===== config.mk =====
export PLATFORM = sky130hd
export DESIGN_NAME = scs8hd_descrm_par_8
export DESIGN_NICKNAME = d
export VERILOG_FILES = /design/src/rtl/scs8hd_descrm_par_8.sv
export SDC_FILE = /design/constraint.sdc
export NUM_CORES = 1
export LEC_CHECK = 0
export CAP_MARGIN = 20
export CORE_UTILIZATION = 51
export DETAILED_ROUTE_END_ITERATION = 8
export DONT_BUFFER_PORTS = 1
export PLACE_DENSITY = 0.71
export SYNTH_ARGS = -nofsm -noshare
export SYNTH_HDL_FRONTEND = slang
export SYNTH_SLANG_ARGS = --single-unit

===== constraint.sdc =====
create_clock -name CLK -period 3.5 [get_ports CLK]
set_input_delay 1.05 -clock CLK [delete_from_list [all_inputs] [get_ports CLK]]
set_output_delay 1.05 -clock CLK [all_outputs]
set_load 0.1 [all_outputs]

===== src/rtl/scs8hd_descrm_par_8.sv =====
// scs8hd_descrm_par_8: serial receive path for the test links.
// Undoes the x^7 + x^4 + 1 self-synchronizing scrambler, deserializes the
// descrambled stream into WIDTH-bit words plus one even-parity bit, and
// reports the parity check alongside each completed word.
module scs8hd_descrm_par_8 #(
  parameter int WIDTH = 8
) (
  input  logic             CLK,
  input  logic             RESET,
  input  logic             D,
  input  logic             DV,
  input  logic             SOF,
  output logic [WIDTH-1:0] Q,
  output logic             QV,
  output logic             PERR,
  output logic             LOCK
);

  localparam int IW = $clog2(WIDTH);
  localparam logic [IW-1:0] IDX_LAST = IW'(WIDTH - 1);

  typedef enum logic [1:0] {
    HUNT,
    DATA,
    PAR
  } state_t;

  state_t           state;
  logic [6:0]       s;
  logic [2:0]       cnt;
  logic [IW-1:0]    idx;
  logic [WIDTH-1:0] data;
  logic             word_ok;
  logic             b;

  // Descrambled bit: the raw line bit XOR the two tapped history bits.
  always_comb begin
    b = D ^ s[6] ^ s[3];
  end

  // Descrambler history, lock counter, word framing and registered outputs.
  always_ff @(posedge CLK or posedge RESET) begin
    if (RESET) begin
      state   <= HUNT;
      s       <= '0;
      cnt     <= '0;
      idx     <= '0;
      data    <= '0;
      word_ok <= 1'b0;
      Q       <= '0;
      QV      <= 1'b0;
      PERR    <= 1'b0;
      LOCK    <= 1'b0;
    end else begin
      QV <= 1'b0;
      if (DV) begin
        // History takes the scrambled bit, not the descrambled one.
        s <= {s[5:0], D};
        if (cnt != 3'd7) cnt <= cnt + 3'd1;
        if (cnt == 3'd6) LOCK <= 1'b1;

        if (SOF) begin
          // SOF overrides any framing in progress; a partial word is dropped.
          data[0] <= b;
          idx     <= IW'(1);
          state   <= DATA;
          word_ok <= LOCK;
        end else begin
          case (state)
            HUNT: ;
            DATA: begin
              data[idx] <= b;
              if (idx == '0) word_ok <= LOCK;
              idx <= idx + IW'(1);
              if (idx == IDX_LAST) state <= PAR;
            end
            PAR: begin
              if (word_ok) begin
                Q    <= data;
                PERR <= ^{data, b};
                QV   <= 1'b1;
              end
              idx   <= '0;
              state <= DATA;
            end
            default: state <= HUNT;
          endcase
        end
      end
    end
  end

endmodule


==> Word level (Yosys, flattened, before mapping) <==
Cells that the tools add are included.
{ "word_totals": {"elab_cells": 57, "register_bits": 35} }
{ "classes": {"order_cmp": 2, "reduce_logical": 15, "n_eq_ne": 7, "n_bitwise": 3, "mux": 17, "add_sub_neg": 2} }
{ "op_table": {"columns": ["operator", "n"], "rows": [
  ["1-bit 2-to-1 mux", 10],
  ["3-bit AND reduction", 3],
  ["9-bit XOR reduction", 1],
  ["8-bit bitwise mux", 1],
  ["2-bit AND reduction", 4],
  ["3-bit by 1-bit adder with 3-bit output (second input constant)", 2],
  ["3-bit equality test (second input constant)", 2],
  ["3-bit inequality test (second input constant)", 2],
  ["2-bit one-hot mux with 3 select lines", 1],
  ["3-bit one-hot mux with 2 select lines", 1],
  ["3-bit by 4-bit less-than comparator with 1-bit output (second input constant)", 1],
  ["2-bit 2-to-1 mux", 2],
  ["4-bit AND reduction", 1],
  ["2-bit nonzero test", 2],
  ["1-bit demux with 3-bit select", 1],
  ["3-bit by 1-bit greater-or-equal comparator with 1-bit output (second input constant)", 1],
  ["3-bit zero test", 1],
  ["3-bit 2-to-1 mux", 1],
  ["3-bit nonzero test", 1],
  ["2-bit by 1-bit equality test with 1-bit output (second input constant)", 1],
  ["2-bit equality test (second input constant)", 1],
  ["2-bit zero test", 1],
  ["2-bit inequality test (second input constant)", 1],
  ["1-bit XOR", 2],
  ["2 further kinds", 2]
]} }

==> Longest topological paths before layout <==
Gate-level depths: netlist of the first run.
{ "depth": {"word_depth": 7, "mapped_depth": 5, "depth_no_buf": 5} }

==> Worst setup path after synthesis of the first run <==
Ideal clock, no wire load.
{ "synth_timing": {"path_kind": "input to register", "start": "input SOF", "end": "register data[1]", "arrival_time_ps": 1969, "n_path_buf": 0, "path_slack_ps": 1406, "stages": 4, "t_required_ps": 3375, "setup_time_ps": 125, "path_cell_list": "nor3b_1 > nand3_1 > nor3_1 > mux2_2"} }
{ "synth_between": {"elab_chain_cells": 2} }
{ "synth_lines": {"columns": ["item", "line_no", "rtl"], "rows": [
  ["start, declared", "12", "input logic SOF,"],
  ["1-bit inverter (no source line)", null, null],
  ["3-bit AND reduction (no source line)", null, null],
  ["end signal, assigned", "48", "data <= '0;"],
  ["end signal, assigned by index", "72", "data[idx] <= b;"],
  ["end, declared", "32", "logic [WIDTH-1:0] data;"]
]} }
No other way between the ends.
A chain may end at the register's enable or synchronous reset.

==> Final worst setup path of the first run <==
{ "layout_timing": {"start": "register LOCK", "end": "output LOCK"} }
{ "layout_rtl": {"columns": ["item", "line_no", "rtl"], "rows": [
  ["start, declared", "16", "output logic LOCK"],
  ["start signal, assigned", "53", "LOCK <= 1'b0;"],
  ["start signal, assigned", "60", "if (cnt == 3'd6) LOCK <= 1'b1;"]
]} }
No word-level cell between the ends.

==> run metrics, run 1 <==
reg2reg end Q[3]; crit path time final 2350 ps; Yosys warning total 0; total global-route track usage 0.175; area of the die 3350 sq um; Worst Path Class, Setup reg2out; Setup Total Neg Slack 0 ps; CTS clock-pin slew for the worst setup and hold paths 110 ps; PD cells 719 nW/um^2; clock insertion delay at the later pin of the skew report 340 ps; most frequent cells in the layout 35 x dfrtp_1, 25 x mux2_2, 8 x inv_1, 8 x xnor2_1, 7 x o21ai_0; TritonRoute pass-1 iters 6; Root Driver clkbuf_4; PortBufs 0; Post-CTS Resized 0; Mapped Nets 135; ANT cells 0; Via density 5.84; Async S/R FF share, synth 1.00; post-synth top area share 0.549; Post-CTS Setup Bufs 0; Mean Syn Cell Area 12.9 sq um; std cell rows 19; hold_buf cts 0; total of max-cap violations 0; I/O pin total 16; Setup WS pre-CTS 1210 ps; Post-synth EDFFs 0; DPL Wire Length 1720 um; Worst EP required 2450 ps; Post-Synthesis Cells between 100 and 150; drt wl/cell 14.8 um; CP Launch Type flip-flop; routability cong. 0.826; Die W a little under 60 um; DRC 1; RSZ-0062 raised after global routing no; first-pass GRT wire length 4320 um; Layout Area Growth over Synthesis 5.34%; ranking of synthesized cells by area dfrtp_1 55%, mux2_2 18%, ha_1 4.7%; final net count 140; initial DRC count 13; CTS tree done; top_reg_cell synth dfrtp_1; area of the core 2850 sq um; Stages on worst setup path 0; Final Hold Viols 0; Unique masters post-synth 26; area leader, netlist dfrtp_1; FF-to-FF setup slack 1800 ps; final max-slew violation count 0; CTS Buf Count 5; Setup Viol. Count Final 0; Final WS setup about 1100 ps; commonest non-fill, non-tap cell in the layout dfrtp_1; Relative slew margins 0.388; status finished with violations; H-tree levels 2; initial antenna violation count 0; overflow left after global routing 0; Hold Path Class reg2reg; Die Ht 57.9 um; Clock Tree Buf Depth 2; violated checks DRC; Worst Setup EP LOCK; CP Capture Type output port; Fmax ~0.43 GHz; clock skew 10.1 ps; number of global-route vias before repair 994; clk sink count 35; Total Wirelength 2380 um; largest net degree at the start of global routing 29; starting density of the core 0.559; ANT nets after route 0; CP Data Arrival Time 1300 ps; Vias 940; Worst VDD drop 0.418 mV; Reg2Reg Depth 3; RR Startpoint state[1]; layout cell share with drive strength beyond 1 0.277; FF+latch count, synth 35; CP Max Fanout 3; Crit. Startpoint LOCK; fin crit share 0.671; leak pwr approximately 0.78 nW; Slew @ Worst Pin 919 ps; register area share after synthesis 0.549; hold path start s[0]; Post-Syn Area 1590 sq um
-- layout make-up --
| class | count | area (sq um) |
|---|---|---|
| fill | 242 | 1170 |
| multi-input combinational | 78 | 674 |
| tap | 31 | 38.8 |
| clock inverter | 3 | 15.0 |
| sequential | 35 | 876 |
| timing repair buffer | 1 | 7.51 |
| clock buffer | 5 | 37.5 |
| inverter | 8 | 30.0 |
-- per-stage QoR --
stage	instance area (sq um)	power, W	std cells	utilization	hold WS, ps
floorplan	1590	0.000947	124	-	465
global placement	1630	0.000998	153	0.570	482
detailed placement	1630	0.00102	153	0.570	493
CTS	1680	0.00122	161	0.589	518
global route	1680	0.00130	161	0.589	522
finish	1680	0.00121	161	0.589	514
-- cell usage after synthesis (all sizes together), types with 2 or more instances --
| cell type | n |
|---|---|
| nor2b | 2 |
| nand3 | 5 |
| ha | 6 |
| nor3 | 4 |
| and3 | 2 |
| o22ai | 2 |
| mux2 | 25 |
| o21ai | 8 |
| xnor2 | 9 |
| dfrtp | 35 |
| buf | 2 |
| nand2 | 4 |
| a32oi | 2 |
| inv | 8 |
-- registers in the layout, indices dropped and copies added (netlist names), 2 cells and up --
signal / flops
Q: 8
cnt: 3
data: 8
idx: 3
s: 7
state: 2
-- routing by layer --
metal	track usage	routed length (um)
met1	0.202	1080
met2	0.284	1150
met3	0.0781	106
met4	0.0714	40
met5	0	0
-- how the worst min path moves through the flow --
| stage | to | depth (start not counted) |
|---|---|---|
| floorplan | state[0] | 2 |
| global placement | state[0] | 2 |
| detailed placement | s[1] | 1 |
| CTS | Q[1] | 1 |
| global route | Q[1] | 1 |
| finish | s[0] | 1 |
-- power breakdown --
group	switching, W	internal (W)
clock network	0.000131	0.0000747
logic	0.000143	0.000225
registers	0.000130	0.000503
total	0.000404	0.000803
-- logic make-up after synthesis --
kind of cell               count (synthesis)  share of synthesized area
and+or+nand+nor                           22                     0.0738
adders and majority gates                  6                     0.0471
DFF                                       35                      0.549
muxes                                     25                      0.177
AOI/OAI and AO/OA                         15                     0.0573
buffers and inverters                     11                     0.0275
xor gates and xnor gates                  10                     0.0683
Note: power is estimated with default switching activity, not from simulation.
==> run 2: changes to the inputs <==
Settings changed: PLACE_DENSITY 0.71 to 0.74.
Clock period 3.5 ns to 1.9 ns, I/O delays scaled along.
==> run 2 against run 1 <==
Die area is the same. Non-clock buffer count up 7. Cell count up 4.3%. The run still ends with DRC left. Power rose by 95%. Clock power is 120% higher.
==> run metrics, run 2 (same netlist as run 1, synthesis figures left out) <==
Clock Tree Buf Depth 2 (unchanged); Total Wirelength 2460 um (+3.5%); Setup Total Neg Slack 0 ps (unchanged); CTS Buf Count 5 (unchanged); DPL Wire Length 1770 um (+3.1%); PortBufs 0 (unchanged); CP Launch Type flip-flop; multi-input logic area 674 sq um (unchanged); largest net degree at the start of global routing 36 (+24%); PD cells 1340 nW/um^2 (+87%); commonest non-fill, non-tap cell in the layout dfrtp_1; Vias 955 (+1.6%); Hold Path Class in2async; ANT cells 0 (unchanged); initial DRC count 36 (+23); Worst VDD drop 0.896 mV (+110%); Reg2Reg Depth 5 (+2); clock insertion delay at the later pin of the skew report 340 ps (about the same); Register Area 877 sq um (+0.14%); area of the die 3350 sq um (unchanged); Via density 5.68 (-2.6%); Relative slew margins 0.403 (+0.0158); RR Startpoint idx[1]; area of the core 2850 sq um (unchanged); fin crit share 0.978; Final Hold Viols 0 (unchanged); Min Hold Slack 198 ps (-317 ps); Die Ht 57.9 um (unchanged); CTS tree done; Die W 57.9 um (unchanged); total global-route track usage 0.185 (+0.00977); Crit. Startpoint Q[2]; Worst Setup EP Q[2]; CP Max Fanout 2 (-1); violated checks DRC; clock skew 7.24 ps (-2.81 ps); overflow left after global routing 0 (unchanged); post-route core utilization 0.614 (+0.0259); Worst EP required 1330 ps (-1120 ps); reg2reg end word_ok; CP Capture Type output port; final net count 147 (+5.0%); layout cell share with drive strength beyond 1 0.321 (+0.0442); leak pwr 0.821 nW (+4.6%); Fmax ~0.54 GHz; Setup Viol. Count Final 0 (unchanged); initial antenna violation count 0 (unchanged); Stages on worst setup path 0 (unchanged); Slew @ Worst Pin 895 ps (-23.7 ps); top flop regs Q x8, data x8, s x7; hold_buf cts 0 (unchanged); status finished with violations; FF-to-FF setup slack 180 ps (-1620 ps); crit path time final roughly 1900 ps; Worst Path Class, Setup reg2out; drt wl/cell 14.6 um (-0.78%); CTS clock-pin slew for the worst setup and hold paths 100 ps (about the same); RSZ-0062 raised after global routing no; starting density of the core 0.559 (unchanged); total of max-cap violations 0 (unchanged); routability cong. 0.867 (+5.0%); most frequent cells in the layout 34 x dfrtp_1, 25 x mux2_2, 8 x inv_1, 8 x xnor2_1, 8 x buf_4; layout filler cell count 230 (-5.0%); first-pass GRT wire length 4380 um (+1.4%); Post-CTS Resized 0 (unchanged); TritonRoute pass-1 iters 6 (unchanged); final max-slew violation count 0 (unchanged); ANT nets after route 0 (unchanged); Post-CTS Setup Bufs 0 (unchanged); H-tree levels 2 (unchanged); number of global-route vias before repair 944 (-5.0%); Root Driver clkbuf_4; clk sink count 35 (unchanged); I/O pin total 16 (unchanged); std cell rows 19 (unchanged); DRC 1 (unchanged); CP Data Arrival Time 1290 ps (about the same); Layout Area Growth over Synthesis 9.97%
-- run 2: worst min path at each step --
stage,from,endpoint,slack [ps]
6_report,RESET,data[1],200
5_1_grt,RESET,data[1],230
4_1_cts,RESET,Q[7],200
3_5_place_dp,PERR,PERR,480
2_1_floorplan,state[0],state[0],470
3_3_place_gp,PERR,PERR,480
-- run 2: stage by stage --
| step | worst slack (ps) | cell area [sq um] | total power, W | instances |
|---|---|---|---|---|
| 2_1_floorplan | 286 | 1590 | 0.00174 | 124 |
| 3_3_place_gp | 202 | 1680 | 0.00188 | 160 |
| 3_5_place_dp | 122 | 1680 | 0.00192 | 160 |
| 4_1_cts | 21.5 | 1750 | 0.00239 | 168 |
| 5_1_grt | 4.12 | 1750 | 0.00252 | 168 |
| 6_report | 41.3 | 1750 | 0.00235 | 168 |
-- run 2: power breakdown --
group | total, W | switching [W] | internal [W]
sequential | 0.00109 | 0.000167 | 0.000928
clock | 0.000460 | 0.000244 | 0.000216
combinational | 0.000797 | 0.000353 | 0.000444
-- run 2: final cells by class --
| type | instances | area share |
|---|---|---|
| flip-flops and latches | 35 | 0.500 |
| clock buffers | 7 | 0.0371 |
| inverters | 8 | 0.0171 |
| well taps | 31 | 0.0221 |
| clock inverters | 1 | 0.00428 |
| repair buffers | 8 | 0.0343 |
| multi-input cells | 78 | 0.385 |
-- run 2: per-layer routing --
| layer | global-route usage | part of all wire | wire, um | vias to the layer above |
|---|---|---|---|---|
| met4 | 0.0918 | 0.022 | 53 | 0 |
| met5 | 0 | 0 | 0 | - |
| li1 | - | - | - | 461 |
| met3 | 0.0804 | 0.050 | 122 | 6 |
| met1 | 0.230 | 0.45 | 1100 | 468 |
| met2 | 0.274 | 0.48 | 1190 | 20 |
-- run 2: worst register-to-register path, cell delays in order (launching register included) --
cell     delay [ps]
dfrtp_1         510
inv_1           180
ha_1            220
and3_1          160
o21ai_0         200
mux2_2          360
==> RTL change: new RTL, config.mk and constraints of run 1 <==
`WIDTH`: 8 -> 16.
--- a/src/rtl/scs8hd_descrm_par_8.sv
+++ b/src/rtl/scs8hd_descrm_par_8.sv
@@ -3,7 +3,7 @@
 // descrambled stream into WIDTH-bit words plus one even-parity bit, and
 // reports the parity check alongside each completed word.
 module scs8hd_descrm_par_8 #(
-  parameter int WIDTH = 8
+  parameter int WIDTH = 16
 ) (
   input  logic             CLK,
   input  logic             RESET,
Interface: changed (resized Q); port bits go from 16 to 24. No check against the original RTL was run, so the function may have changed too.
==> RTL change against run 1 <==
- setup slack better by 48 ps
- register-to-register slack worse by 60 ps
- fmax is 2.1% higher
- routed wire length up 60%
- global-route usage increased by 0.087 points
- critical path depth unchanged
- power increased by 49%
- area after synthesis up 56%
- non-clock buffer count grew 1
- design area grew 56%
- sequential cell count up 17
- clock power is 53% higher
==> RTL change: results <==
logic_synthesis:
  yosys-top-cells-area: "dfrtp_1 52%, mux2_1 11%, xnor2_1 5.3%"
  synth_common_cells: "52 x dfrtp_1, 25 x mux2_1, 17 x nand2_1"
  synth_cell_types: 37
  synthMuxAreaShare_pct: 19.6
  synthAdderAreaFrac_pct: 3.52
outcome:
  outcome: "completed"
global_route:
  grt.total_usage_pct: 17.6
  grt_pass1_wl_mm: 6.93
  grt_pass1_vias: 1473
  grt_max_degree: 53
min_path:
  whs_endpoint: "word_ok"
  worstHoldStart: "word_ok"
layout:
  drive_gt1_share_pct: 17.9
  reg_top3: "Q: 16 flops, data: 16 flops, s: 7 flops"
  final_nets: 207
drt:
  drt-wirelength-per-cell_microns: 15.3
  drtIter0Drc: 77
  drt-pass1-iter-count: 4
  via_per_inst: 5.70
worst_setup_path:
  rrSetupSlack_ps: 1740
  r2r_end: "PERR"
  worstRegToRegCells: 5
  worstPathArrival_ps: 1250
placed_design:
  pre_cts_slack_ps: 1100
  gp_congestion: 0.886
sta:
  holdWs_ps: 492
  fin_skew_ps: 8.04
clock_tree:
  insertion_delay_ps: 300
-- RTL change: cell types whose count changed after synthesis, moves of 7 or more --
cell	delta
mux2_1	+25
dfrtp_1	+17
mux2_2	-16
nand2_1	+13
mux2_4	+7
xnor2_1	+7
-- RTL change: final cells by class --
type | instances | area, sq um
Inverter | 8 | 30.0
Clock inverter | 2 | 12.5
Tap cell | 54 | 67.6
Fill cell | 409 | 2070
Timing Repair Buffer | 2 | 27.5
Multi-Input combinational cell | 126 | 1110
Clock buffer | 5 | 68.8
Sequential cell | 52 | 1300
-- RTL change: how the worst max path moves through the flow --
stage / cells after the start / start / end / slack (ps)
2_1_floorplan: 1 / RESET / LOCK / 1190
3_3_place_gp: 5 / D / PERR / 1120
3_5_place_dp: 5 / D / PERR / 1100
4_1_cts: 0 / LOCK / LOCK / 1180
5_1_grt: 0 / Q[5] / Q[5] / 1150
6_report: 0 / LOCK / LOCK / 1200
-- RTL change: through the flow --
step                std cells  utilization [%]
finish                    249             55.8
global route              249             55.8
CTS                       248             55.4
detailed placement        241             53.7
global placement          241             53.7
floorplan                 194                -
-- RTL change: layer usage --
layer	GRT usage, %	wire, microns
met4	7.19	65
met2	28.0	1880
met3	5.49	153
met1	22.4	1700
met5	0	0
-- RTL change: cells by family after synthesis --
group	Yosys count
xor+xnor	18
simple gates	40
buf+inv	16
compound gates	20
mux	41
flops	52
fa+ha+maj	7
-- RTL change: where the power goes --
| part | internal, uW | total [uW] | switching [uW] | leakage, uW |
|---|---|---|---|---|
| combinational | 347 | 594 | 248 | 0.000515 |
| clock | 135 | 315 | 180 | 0.0000400 |
| sequential | 725 | 888 | 163 | 0.000675 |
| total | 1210 | 1800 | 591 | 0.00123 |
-- RTL change: worst register-to-register path, delay by kind of cell, from the launching register on --
family	cells	cell delay, ps
XOR/XNOR	4	1160
AO/OA/AOI/OAI	1	70
flip-flops	1	420
